**src/rtl/i2c_slave_reg_ctrl_if.sv**
```systemverilog
// Byte-stream handshake bundle between i2c_slave and the register sequencer.
// master = i2c_slave side, slave = register sequencer side.
interface i2c_slave_reg_ctrl_if;
  logic [7:0] s_axis_tdata;
  logic       s_axis_tvalid;
  logic       s_axis_tready;
  logic       s_axis_tlast;
  logic [7:0] m_axis_tdata;
  logic       m_axis_tvalid;
  logic       m_axis_tready;
  logic       m_axis_tlast;

  modport master (
    output s_axis_tdata, s_axis_tvalid, s_axis_tlast, m_axis_tready,
    input  s_axis_tready, m_axis_tdata, m_axis_tvalid, m_axis_tlast
  );

  modport slave (
    input  s_axis_tdata, s_axis_tvalid, s_axis_tlast, m_axis_tready,
    output s_axis_tready, m_axis_tdata, m_axis_tvalid, m_axis_tlast
  );
endinterface

```
**src/rtl/i2c_slave_reg_ctrl.sv**
```systemverilog
// Pointer-protocol register sequencer for i2c_slave.
// Prefetches read data so the bus side never stalls on a register read.
module i2c_slave_reg_ctrl #(
  parameter int ADDR_WIDTH = 8,
  parameter int AUTO_INC   = 1
) (
  input  logic                  clk,
  input  logic                  rst,
  i2c_slave_reg_ctrl_if.slave   ax,
  input  logic                  bus_addressed,
  input  logic                  bus_active,
  output logic [ADDR_WIDTH-1:0] reg_addr,
  output logic [7:0]            reg_wr_data,
  output logic                  reg_wr_en,
  output logic                  reg_rd_en,
  input  logic [7:0]            reg_rd_data,
  output logic [ADDR_WIDTH-1:0] pointer
);

  typedef enum logic [2:0] {
    S_IDLE,
    S_FETCH,
    S_WAIT,
    S_VALID,
    S_WR
  } state_t;

  localparam logic [ADDR_WIDTH-1:0] INC =
    ADDR_WIDTH'(AUTO_INC != 0);

  state_t     state;
  logic       addr_q;
  logic       addr_d;
  logic       act_q;
  logic       first_byte;
  logic       rd_vld;
  logic       tready_q;
  logic       tvalid_q;
  logic [7:0] tdata_q;
  logic       unused_tlast;

  assign unused_tlast     = ax.s_axis_tlast;
  assign ax.s_axis_tready = tready_q;
  assign ax.m_axis_tvalid = tvalid_q;
  assign ax.m_axis_tdata  = tdata_q;
  assign ax.m_axis_tlast  = 1'b0;

  always_ff @(posedge clk or posedge rst) begin
    if (rst) begin
      state       <= S_IDLE;
      addr_q      <= 1'b0;
      addr_d      <= 1'b0;
      act_q       <= 1'b0;
      first_byte  <= 1'b0;
      rd_vld      <= 1'b0;
      tready_q    <= 1'b0;
      tvalid_q    <= 1'b0;
      tdata_q     <= '0;
      pointer     <= '0;
      reg_addr    <= '0;
      reg_wr_data <= '0;
      reg_wr_en   <= 1'b0;
      reg_rd_en   <= 1'b0;
    end else begin
      addr_q    <= bus_addressed;
      addr_d    <= addr_q;
      act_q     <= bus_active;
      reg_wr_en <= 1'b0;
      reg_rd_en <= 1'b0;
      rd_vld    <= reg_rd_en;
      // Losing the bus drops any prefetched byte; an issued write still counts.
      if (state != S_IDLE && !act_q) begin
        state    <= S_IDLE;
        tready_q <= 1'b0;
        tvalid_q <= 1'b0;
        if (state == S_WR)
          pointer <= pointer + INC;
      end else begin
        unique case (state)
          S_IDLE: begin
            if (act_q)
              state <= S_FETCH;
          end
          S_FETCH: begin
            reg_addr  <= pointer;
            reg_rd_en <= 1'b1;
            state     <= S_WAIT;
          end
          S_WAIT: begin
            if (rd_vld) begin
              tdata_q  <= reg_rd_data;
              tvalid_q <= 1'b1;
              tready_q <= 1'b1;
              state    <= S_VALID;
            end
          end
          S_VALID: begin
            if (ax.s_axis_tvalid) begin
              tready_q   <= 1'b0;
              tvalid_q   <= 1'b0;
              first_byte <= 1'b0;
              if (first_byte) begin
                pointer <= ax.s_axis_tdata[ADDR_WIDTH-1:0];
                state   <= S_FETCH;
              end else begin
                reg_wr_data <= ax.s_axis_tdata;
                reg_addr    <= pointer;
                reg_wr_en   <= 1'b1;
                state       <= S_WR;
              end
            end else if (ax.m_axis_tready) begin
              tready_q   <= 1'b0;
              tvalid_q   <= 1'b0;
              first_byte <= 1'b0;
              pointer    <= pointer + INC;
              state      <= S_FETCH;
            end
          end
          S_WR: begin
            pointer <= pointer + INC;
            state   <= S_FETCH;
          end
          default: state <= S_IDLE;
        endcase
      end
      if (addr_q && !addr_d)
        first_byte <= 1'b1;
    end
  end

endmodule
```
**src/flat_wrapper.sv**
```systemverilog
// flat-port wrapper written by rule: the top's interface ports become plain ports
module i2c_slave_reg_ctrl_flat 
#(
  parameter int ADDR_WIDTH = 8,
  parameter int AUTO_INC   = 1
)
  (clk, rst, bus_addressed, bus_active, reg_addr, reg_wr_data, reg_wr_en, reg_rd_en, reg_rd_data, pointer, ax_s_axis_tdata, ax_s_axis_tvalid, ax_s_axis_tlast, ax_m_axis_tready, ax_s_axis_tready, ax_m_axis_tdata, ax_m_axis_tvalid, ax_m_axis_tlast);
  i2c_slave_reg_ctrl_if ax_i ();
  input  logic clk;
  input  logic rst;
  input  logic bus_addressed;
  input  logic bus_active;
  output logic [ADDR_WIDTH-1:0] reg_addr;
  output logic [7:0] reg_wr_data;
  output logic reg_wr_en;
  output logic reg_rd_en;
  input  logic [7:0] reg_rd_data;
  output logic [ADDR_WIDTH-1:0] pointer;
  input wire logic [$bits(ax_i.s_axis_tdata)-1:0] ax_s_axis_tdata;
  input wire logic [$bits(ax_i.s_axis_tvalid)-1:0] ax_s_axis_tvalid;
  input wire logic [$bits(ax_i.s_axis_tlast)-1:0] ax_s_axis_tlast;
  input wire logic [$bits(ax_i.m_axis_tready)-1:0] ax_m_axis_tready;
  output wire logic [$bits(ax_i.s_axis_tready)-1:0] ax_s_axis_tready;
  output wire logic [$bits(ax_i.m_axis_tdata)-1:0] ax_m_axis_tdata;
  output wire logic [$bits(ax_i.m_axis_tvalid)-1:0] ax_m_axis_tvalid;
  output wire logic [$bits(ax_i.m_axis_tlast)-1:0] ax_m_axis_tlast;
  assign ax_i.s_axis_tdata = ax_s_axis_tdata;
  assign ax_i.s_axis_tvalid = ax_s_axis_tvalid;
  assign ax_i.s_axis_tlast = ax_s_axis_tlast;
  assign ax_i.m_axis_tready = ax_m_axis_tready;
  assign ax_s_axis_tready = ax_i.s_axis_tready;
  assign ax_m_axis_tdata = ax_i.m_axis_tdata;
  assign ax_m_axis_tvalid = ax_i.m_axis_tvalid;
  assign ax_m_axis_tlast = ax_i.m_axis_tlast;
  i2c_slave_reg_ctrl #(.ADDR_WIDTH(ADDR_WIDTH), .AUTO_INC(AUTO_INC)) u_core (.clk(clk), .rst(rst), .ax(ax_i), .bus_addressed(bus_addressed), .bus_active(bus_active), .reg_addr(reg_addr), .reg_wr_data(reg_wr_data), .reg_wr_en(reg_wr_en), .reg_rd_en(reg_rd_en), .reg_rd_data(reg_rd_data), .pointer(pointer));
endmodule
```
**config.mk**
```make
export PLATFORM = sky130hd
export DESIGN_NAME = i2c_slave_reg_ctrl_flat
export DESIGN_NICKNAME = d
export VERILOG_FILES = /design/src/rtl/i2c_slave_reg_ctrl_if.sv /design/src/rtl/i2c_slave_reg_ctrl.sv /design/src/flat_wrapper.sv
export SDC_FILE = /design/constraint.sdc
export NUM_CORES = 1
export LEC_CHECK = 0
export CAP_MARGIN = 20
export CORE_ASPECT_RATIO = 0.9
export CORE_MARGIN = 2
export CORE_UTILIZATION = 50
export DETAILED_ROUTE_END_ITERATION = 10
export DONT_BUFFER_PORTS = 1
export PLACE_DENSITY = 0.71
export SLEW_MARGIN = 20
export SYNTH_ARGS = -nofsm -noshare
export SYNTH_HDL_FRONTEND = slang
export SYNTH_SLANG_ARGS = --single-unit
```
**constraint.sdc**
```tcl
create_clock -name clk -period 5.4 [get_ports clk]
set_clock_uncertainty 0.05 [all_clocks]
set_input_delay 0.54 -clock clk [delete_from_list [all_inputs] [get_ports clk]]
set_output_delay 0.54 -clock clk [all_outputs]
set_load 0.05 [all_outputs]
```
==> impl_metrics.ini, run 1 <==
[clocking]
cts_tree = yes
ctsResizeCount = 0
clk_pin_slew_worst_paths_ps = 90
cts-root-buf = clkbuf_8
hold_buffers = 0
h-tree-depth = 2
ctsLongestPathBuffers = 2
clk_latency_ps = 300
numCtsBuffers = 5
post-cts-setup-buffer-count = 0
cts_num_sinks = 43

[sta]
setup_viol = 0
setup-tns-final_ps = 0
max_freq_mhz = 452
rsz0062_at_grt = false
fin_crit_sh_pct = 41.0
tightestPinTransition_ps = 895
slew_viol_final = 0
slew_headroom_pct = 40.3
hold_viol = 0
period_needed_ps = 2210

[cells_and_area]
regArea_um2 = 1080
fin_cells = 200
final_area_um2 = 2080
fillers = 327
final_cell_mix = 43 x dfrtp_1, 25 x mux2_2, 9 x nand2_1
diodes = 0
drive_gt1_share_pct = 29.9
layout_commonest_cell = dfrtp_1
layout.nets = 177
area_delta_synth_final_pct = 5.86
multi_input_area_um2 = 796

[yosys]
ys_ff_latch = 43
yosysWarnings = 0
synth.avg_cell_area_um2 = 12.9
ys_seq_area_share_pct = 54.8
netlist_instances = 152
async_reset_ff_share_pct = 100
syn-num-nets = 176
synth_edf_count = 0
syn_area_um2 = 1960
synth_ff_type = dfrtp_1
yosysUniqueCellTypes = 40

[global_routing]
grt-ovfl-total = 0
antenna_found_initial = 0
grt_first_pass_wirelength_um = 6020
grt_pass1_vias = 1189
grtUsageTotal_pct = 17.9
grt_max_degree = 44

[floorplan]
fp-row-count = 21
dieArea_um2 = 4440
pin_count = 60
start_util_pct = 52.6
dieHeight_um = 63.4
dieWidth_um = 70.1
coreArea_um2 = 3730

[setup_path]
required_ps = 5540
path_buf_inv = 0
cpPeakStageDelay_ps = 700
cpMaxStageDelayCell = nor2b_1
cp-start-kind = register
path_max_fanout = 10
cp_top_family = simple AND/OR/NAND/NOR gates
cp.arrival_ps = 2350
criticalPathCategory = reg2reg
cp_cell_sequence = and4b_4, nor2b_1, mux2_2
crit_path_end_kind = register

[placed_design]
dp_cells = 192
portBuffers = 0
dp_hpwl_um = 2570
routabilityCongestion = 0.781
place_area_um2 = 1960

[power_and_ir_drop]
p_total_mw = 1.20
vdd_drop_max_uv = 343
p_per_area_nw_per_um2 = 576
power_leakage_nw = 0.916

[drt]
dr_total_vias = 1164
viasPerCell = 5.82
ant_nets = 0
drc = 0
drt_wl_total_um = 3650
drtIter0Drc = 89
drt-pass1-iter-count = 4
routedWlPerCell_um = 18.2

[run]
drv_cap = 0

[worst_hold_path]
hold_class = in2async

[run_status]
status = finished, final reports clean
[per-layer routing]
layer / global-route usage (%) / vias to the layer above / wire length, um
met4: 5.29 / 0 / 43
li1: - / 536 / -
met1: 21.8 / 579 / 1500
met2: 27.6 / 42 / 1800
met3: 9.60 / 7 / 308
met5: 0 / - / 0
[report_power, final]
part           switching (mW)  internal [mW]  leakage (nW)  total, mW
sequential              0.382          0.399         0.535      0.781
combinational          0.0659         0.0950         0.326      0.161
clock                   0.116          0.139        0.0548      0.255
total                   0.564          0.633         0.916       1.20
[Yosys cell counts (2+ instances only)]
cell      count  area share, %
o2bb2a_4      2            2.0
nor2b_1       3           0.96
o22a_1        2           0.89
nor2_1        6            1.1
a21oi_1       6            1.5
mux2_2       25             14
and3_1        2           0.64
nor3_1        2           0.51
buf_4         3            1.1
o21ai_0       3           0.76
buf_6         2            1.1
o22ai_1       2           0.64
a31oi_1       2           0.64
nand2_1       9            1.7
inv_1         7            1.3
nand3_1       4            1.0
mux2i_1       6            3.1
or2_2         2           0.64
dfrtp_1      43             55
[logic make-up (layout without fill, tap and decap cells)]
kind of cell             Yosys count  after routing  synth area share [%]
AO/OA/AOI/OAI                     25             25                  10.8
adder cells (fa/ha/maj)            1              1                 0.637
buffers and inverters             14             16                  4.65
flip-flops                        43             43                  54.8
multiplexers                      31             31                  17.4
other                              1              1                 0.191
AND/OR/NAND/NOR                   37             37                  11.5
[worst reg2reg max path: stages, from the launching register on]
cell and delay [ps]:
dfrtp_1 590, and4b_4 350, nor2b_1 700, mux2_2 420
[registers in the layout, indices dropped and copies added (netlist names)]
signal	cells
u_core.addr_d	1
u_core.ax.s_axis_tready	1
u_core.addr_q	1
u_core.state	3
u_core.rd_vld	1
u_core.reg_wr_en	1
u_core.ax.m_axis_tdata	8
u_core.reg_addr	8
u_core.reg_rd_en	1
u_core.reg_wr_data	8
u_core.act_q	1
u_core.first_byte	1
u_core.pointer	8
[area by class of cell]
type / count / area share [%]
Multi-Input combinational cell: 95 / 38.3
Clock buffer: 5 / 3.31
Sequential cell: 43 / 51.8
Timing Repair Buffer: 1 / 0.361
Inverter: 7 / 1.26
Clock inverter: 3 / 2.23
Tap cell: 46 / 2.77
[worst paths after layout]
| kind | end | cells past startpoint | from | slack [ps] |
|---|---|---|---|---|
| max in group asynchronous | u_core.reg_rd_en$_DFF_PP0_ | 2 | rst | 4740 |
| worst min-delay path | u_core.reg_addr[2]$_DFFE_PP0P_ | 2 | rst | 190 |
| worst max-delay path | u_core.reg_wr_data[7]$_DFFE_PP0P_ | 3 | u_core.state[1]$_DFFE_PP0P_ | 3190 |
| min in group clk | u_core.addr_q$_DFF_PP0_ | 0 | bus_addressed | 210 |
| worst max register to register | u_core.reg_wr_data[7]$_DFFE_PP0P_ | 3 | u_core.state[1]$_DFFE_PP0P_ | 3190 |
| worst min register to register | u_core.addr_d$_DFF_PP0_ | 0 | u_core.addr_q$_DFF_PP0_ | 330 |
[stage by stage]
step / worst slack (ps) / util [%] / hold WS, ps
finish: 3190 / 55.7 / 190
global route: 3090 / 55.7 / 191
CTS: 3180 / 55.7 / 203
detailed placement: 3180 / 52.6 / 314
global placement: 3260 / 52.6 / 311
floorplan: 3620 / - / 304
Note: power is estimated with default switching activity, not from simulation.
==> run 2, diff against run 1 <==
- ABC_AREA: default -> 1
- PLACE_DENSITY: 0.71 -> 0.74
- clock period: 5.4 -> 1.8 ns (I/O delays scaled with it)
==> run 2 against run 1 <==
Sequential power rose to 3.2 times the previous value. Combinational power rose to 9.1 times the previous value. Critical endpoint is now u_core.reg_addr[5]$_DFFE_PP0P_. Count of clock-buffer cells in the layout unchanged. Register-to-register slack got worse by 3000 ps. Flip-flop and latch count is the same.
==> impl_metrics.ini, run 2 <==
[placed_design]
portBuffers = 0
dp_hpwl_um = 3050
dp_slack_ps = 149
routabilityCongestion = 0.844

[run]
drv_cap = 0

[clocking]
clk_latency_ps = 290
post-cts-setup-buffer-count = 0
clk_pin_slew_worst_paths_ps = 80
cts_tree = yes
ctsLongestPathBuffers = 2
cts-root-buf = clkbuf_8
ctsResizeCount = 0
numCtsBuffers = 5
h-tree-depth = 2
cts_num_sinks = 43

[setup_path]
crit_path_end_kind = register
path_max_fanout = 16
required_ps = 1940
cp.arrival_ps = 1780
path_buf_inv = 1
cp-start-kind = register
critPathMostFrequentCell = nand2_1
cp_cell_sequence = nor2_4, nand2_1, nand2_2, nand3_2, buf_4, nand2_1, o21ai_2
cp_top_family = simple AND/OR/NAND/NOR gates
cpPeakStageDelay_ps = 500
criticalPathCategory = reg2reg
cpMaxStageDelayCell = dfrtp_1

[cells_and_area]
layout.nets = 292
utilization_pct = 60.1
diodes = 0
drive_gt1_share_pct = 21.2
layout_commonest_cell = nand2_1
area_delta_synth_final_pct = 15.7
final_cell_mix = 79 x nand2_1, 43 x dfrtp_1, 32 x nand3_1

[sta]
hold_viol = 0
setup_viol = 0
tightestPinTransition_ps = 524
slew_viol_final = 0
holdWs_ps = 10.2
fin_crit_sh_pct = 91.4
setup-tns-final_ps = 0
rsz0062_at_grt = false
period_needed_ps = 1650
max_freq_mhz = 608
slew_headroom_pct = 65.1
worst_slack_ps = 154

[floorplan]
pin_count = 60
start_util_pct = 52.0
coreArea_um2 = 4070
dieHeight_um = 65.7
dieArea_um2 = 4770
dieWidth_um = 72.6
fp-row-count = 22

[yosys]
ys_top_cells_by_area = dfrtp_1 51%, nand2_1 14%, nand3_1 7.6%, o21ai_2 5.8%, inv_1 4.1%
syn-num-nets = 265
synth_top_area_share_pct = 50.8
ys_ff_latch = 43
synth_ff_type = dfrtp_1
yosys-top-cells-count = 79 x nand2_1, 43 x dfrtp_1, 32 x nand3_1
yosysUniqueCellTypes = 28
yosysMostFrequentCell = nand2_1
async_reset_ff_share_pct = 100
synth.avg_cell_area_um2 = 8.78
netlist_instances = 241
synth_top_area_cell = dfrtp_1
syn_area_um2 = 2120
yosysWarnings = 0
ys_seq_area_share_pct = 50.8
synth_edf_count = 0

[drt]
drt-pass1-iter-count = 4
drt_wl_total_um = 4120
drtIter0Drc = 96
routedWlPerCell_um = 13.0
ant_nets = 0
dr_total_vias = 1600
viasPerCell = 5.05
drc = 0

[run_status]
status = finished, final reports clean

[power_and_ir_drop]
power_leakage_nw = 1.24
p_total_mw = 4.55
vdd_drop_max_uv = 846
p_per_area_nw_per_um2 = 1860

[global_routing]
grt_pass1_vias = 1583
grt-ovfl-total = 0
grt_first_pass_wirelength_um = 7240
antenna_found_initial = 0
grt_max_degree = 18
grtUsageTotal_pct = 19.5

[worst_hold_path]
hold_class = in2reg
-- run 2: final timing paths --
path | to | slack [ps] | depth (start not counted) | startpoint
worst max-delay path | u_core.reg_addr[5]$_DFFE_PP0P_ | 150 | 7 | u_core.state[1]$_DFFE_PP0P_
worst min-delay path | u_core.reg_wr_data[3]$_DFFE_PP0P_ | 10 | 2 | ax_s_axis_tdata[3]
worst max register to register | u_core.reg_addr[5]$_DFFE_PP0P_ | 150 | 7 | u_core.state[1]$_DFFE_PP0P_
worst min register to register | u_core.addr_d$_DFF_PP0_ | 330 | 0 | u_core.addr_q$_DFF_PP0_
max in group asynchronous | u_core.reg_wr_data[0]$_DFFE_PP0P_ | 990 | 3 | rst
min in group asynchronous | u_core.pointer[5]$_DFFE_PP0P_ | 210 | 2 | rst
-- run 2: final cells by class --
cell class | count | area [um^2]
Clock buffer | 5 | 68.8
Clock inverter | 3 | 15.0
Fill cell | 386 | 1630
Inverter | 27 | 116
Multi-Input combinational cell | 164 | 875
Sequential cell | 43 | 1080
Tap cell | 48 | 60.1
Timing Repair Buffer | 27 | 238
-- run 2: layer usage --
layer	global-route usage [%]	wire length, um	vias to the layer above
li1	-	-	820
met4	5.56	21	0
met3	5.21	241	2
met5	0	0	-
met2	28.5	1860	49
met1	28.3	2000	729
-- run 2: cell families (layout without fill, tap and decap cells) --
kind of cell               Yosys count  after routing  share of synthesized area (%)
xor gates and xnor gates             2              2                          0.828
other                                1              1                          0.177
and+or+nand+nor                    135            135                           30.3
AOI/OAI and AO/OA                   25             25                           9.40
DFF                                 43             43                           50.8
buffers and inverters               34             62                           7.86
adders and majority gates            1              1                          0.591
-- run 2: where the power goes --
group	switching (mW)	internal, mW	total, mW
logic	0.957	0.510	1.47
clock network	0.317	0.266	0.583
registers	1.20	1.30	2.50
-- run 2: what timing repair did --
item / in CTS / in global routing
hold buffers: 13 / 1
endpoints found under the hold margin: 55 / 1
setup endpoints to repair: 0 / 0
-- run 2: stage by stage --
step	area (um^2)	std cells
CTS	2440	316
floorplan	2120	241
global placement	2220	295
finish	2450	317
detailed placement	2220	295
global route	2450	317
-- run 2: worst register-to-register path: stages (launching register included) --
cell     delay (ps)
dfrtp_1         500
nor2_4          190
nand2_1         110
nand2_2         210
nand3_2         120
buf_4           210
nand2_1          90
o21ai_2          60
==> run 3, diff against run 2 <==
- ABC_AREA: 1 -> default
==> run 3 against run 2 <==
Count of clock-buffer cells in the layout increased by 1. Critical path depth decreased by 3. Die area decreased by 6.9%. Power decreased by 19%. Wire length increased by 0.46%. Maximum frequency decreased by 5.5%. First-iteration DRC count decreased by 24%. Non-clock buffer count increased by 11. Largest power group unchanged. Global-route usage about the same. Flip-flop and latch count unchanged.
==> impl_metrics.ini, run 3 (synthesis results as in run 1) <==
[drt]
ant_nets = 0
drt_wl_total_um = 4140
dr_total_vias = 1345
viasPerCell = 5.68
routedWlPerCell_um = 17.5
drtIter0Drc = 73
drt-pass1-iter-count = 4
drc = 0

[setup_path]
rr_worst_depth = 4
r2r-end = u_core.reg_wr_data[7]$_DFFE_PP0P_
r2r_start = u_core.state[2]$_DFFE_PP0P_
path_max_fanout = 9
criticalPathCategory = reg2reg
cp-start-kind = register
crit_path_end_kind = register
reg2reg_slack_ps = 60
cp.arrival_ps = 1880
required_ps = 1940

[power_and_ir_drop]
vdd_drop_max_uv = 1130
p_total_mw = 3.70
power_leakage_nw = 1.08
p_per_area_nw_per_um2 = 1540

[global_routing]
use_met1_pct = 22.7
grt_max_degree = 44
use_met3_pct = 5.92
grt_first_pass_wirelength_um = 6610
busiest_layer = met2
antenna_found_initial = 0
grt_pass1_vias = 1361
grt-ovfl-total = 0
grtUsageTotal_pct = 19.5
use_met2_pct = 33.2

[sta]
slew_headroom_pct = 64.8
max_freq_mhz = 574
period_needed_ps = 1740
fin_crit_sh_pct = 96.7
slew_viol_final = 0
setup_viol = 0
tightestPinTransition_ps = 528
hold_viol = 0

[placed_design]
dp_hpwl_um = 2800
portBuffers = 0
routabilityCongestion = 0.854

[clocking]
cts_num_sinks = 43
clk_latency_ps = 300
clk_pin_slew_worst_paths_ps = 80
cts_tree = yes
post-cts-setup-buffer-count = 0
ctsLongestPathBuffers = 2
h-tree-depth = 2
numCtsBuffers = 5
cts-root-buf = clkbuf_8

[floorplan]
dieHeight_um = 63.4
pin_count = 60
fp-row-count = 21
dieWidth_um = 70.1
dieArea_um2 = 4440
start_util_pct = 52.6
coreArea_um2 = 3730

[run]
drv_cap = 0

[cells_and_area]
area_delta_synth_final_pct = 22.2
layout.nets = 214
drive_gt1_share_pct = 34.0
layout_commonest_cell = dfrtp_1
fillers = 283
final_cell_mix = 42 x dfrtp_1, 25 x mux2_2, 19 x dlygate4sd3_1, 19 x buf_4, 9 x nand2_1
diodes = 0
utilization_pct = 64.3

[run_status]
status = finished, final reports clean

[worst_hold_path]
hold_path_end = u_core.pointer[1]$_DFFE_PP0P_
min-delay-start = ax_s_axis_tdata[1]
hold_class = in2reg
holdPathStages = 2
[run 3: cell types whose count changed in the layout (fill, tap and decap cells not counted), sizes merged, moves of 4 or more]
cell / change
nor2: -4
nand3: -30
mux2: +25
dlygate4sd3: +5
buf: +6
inv: -20
o21ai: -18
a21oi: +6
mux2i: +6
nand2: -78
[run 3: worst max-delay path by stage]
stage | from | endpoint | slack, ps | depth (start not counted)
after detailed placement | u_core.state[2]$_DFFE_PP0P_ | u_core.reg_wr_data[6]$_DFFE_PP0P_ | 100 | 4
after floorplan | u_core.pointer[0]$_DFFE_PP0P_ | u_core.pointer[6]$_DFFE_PP0P_ | 20 | 5
after global routing | u_core.state[2]$_DFFE_PP0P_ | u_core.reg_wr_data[7]$_DFFE_PP0P_ | -10 | 4
after CTS | u_core.state[1]$_DFFE_PP0P_ | u_core.pointer[3]$_DFFE_PP0P_ | 80 | 6
after global placement | u_core.state[2]$_DFFE_PP0P_ | u_core.reg_wr_data[6]$_DFFE_PP0P_ | 140 | 4
final | u_core.state[2]$_DFFE_PP0P_ | u_core.reg_wr_data[7]$_DFFE_PP0P_ | 60 | 4
[run 3: layout make-up]
type                    instances  area (um^2)  area share (%)
flip-flops and latches         43         1080            44.9
multi-input cells              95          807            33.6
repair buffers                 38          333            13.9
clock buffers                   6         82.6            3.44
well taps                      46         57.6            2.40
inverters                       7         26.3            1.09
clock inverters                 2         16.3           0.678
[run 3: per-layer routing]
metal,wire [um],part of all wire [%]
met5,0,0
met4,81,2.0
met3,247,6.0
met2,2130,52
met1,1680,41
[run 3: timing repair]
action | 4_1_cts | 5_1_grt
endpoints found under the hold margin | 62 | 0
setup endpoints to repair | 0 | 1
resized for setup | 0 | 2
hold buffers | 19 | 0
[run 3: power by group]
group	total, mW	internal (mW)	leakage [nW]	switching (mW)
registers	1.97	1.21	0.534	0.766
clock network	0.653	0.313	0.0474	0.340
logic	1.08	0.444	0.494	0.631
[run 3: metrics by stage]
step                setup TNS [ps]  instance area (um^2)  std cells  hold WS, ps  setup slack, ps
finish                           0                  2400        237         41.7             58.9
global route                 -24.7                  2400        237         42.0            -12.2
CTS                              0                  2390        237         29.2             84.9
detailed placement               0                  2100        210          162              101
global placement                 0                  2100        210          161              142
floorplan                        0                  1960        152          161             24.3
[run 3: worst max-delay path, stage by stage (launching register included)]
cell,delay [ps]
dfrtp_2,460
and4b_4,390
nor2b_1,170
buf_4,200
mux2_2,350
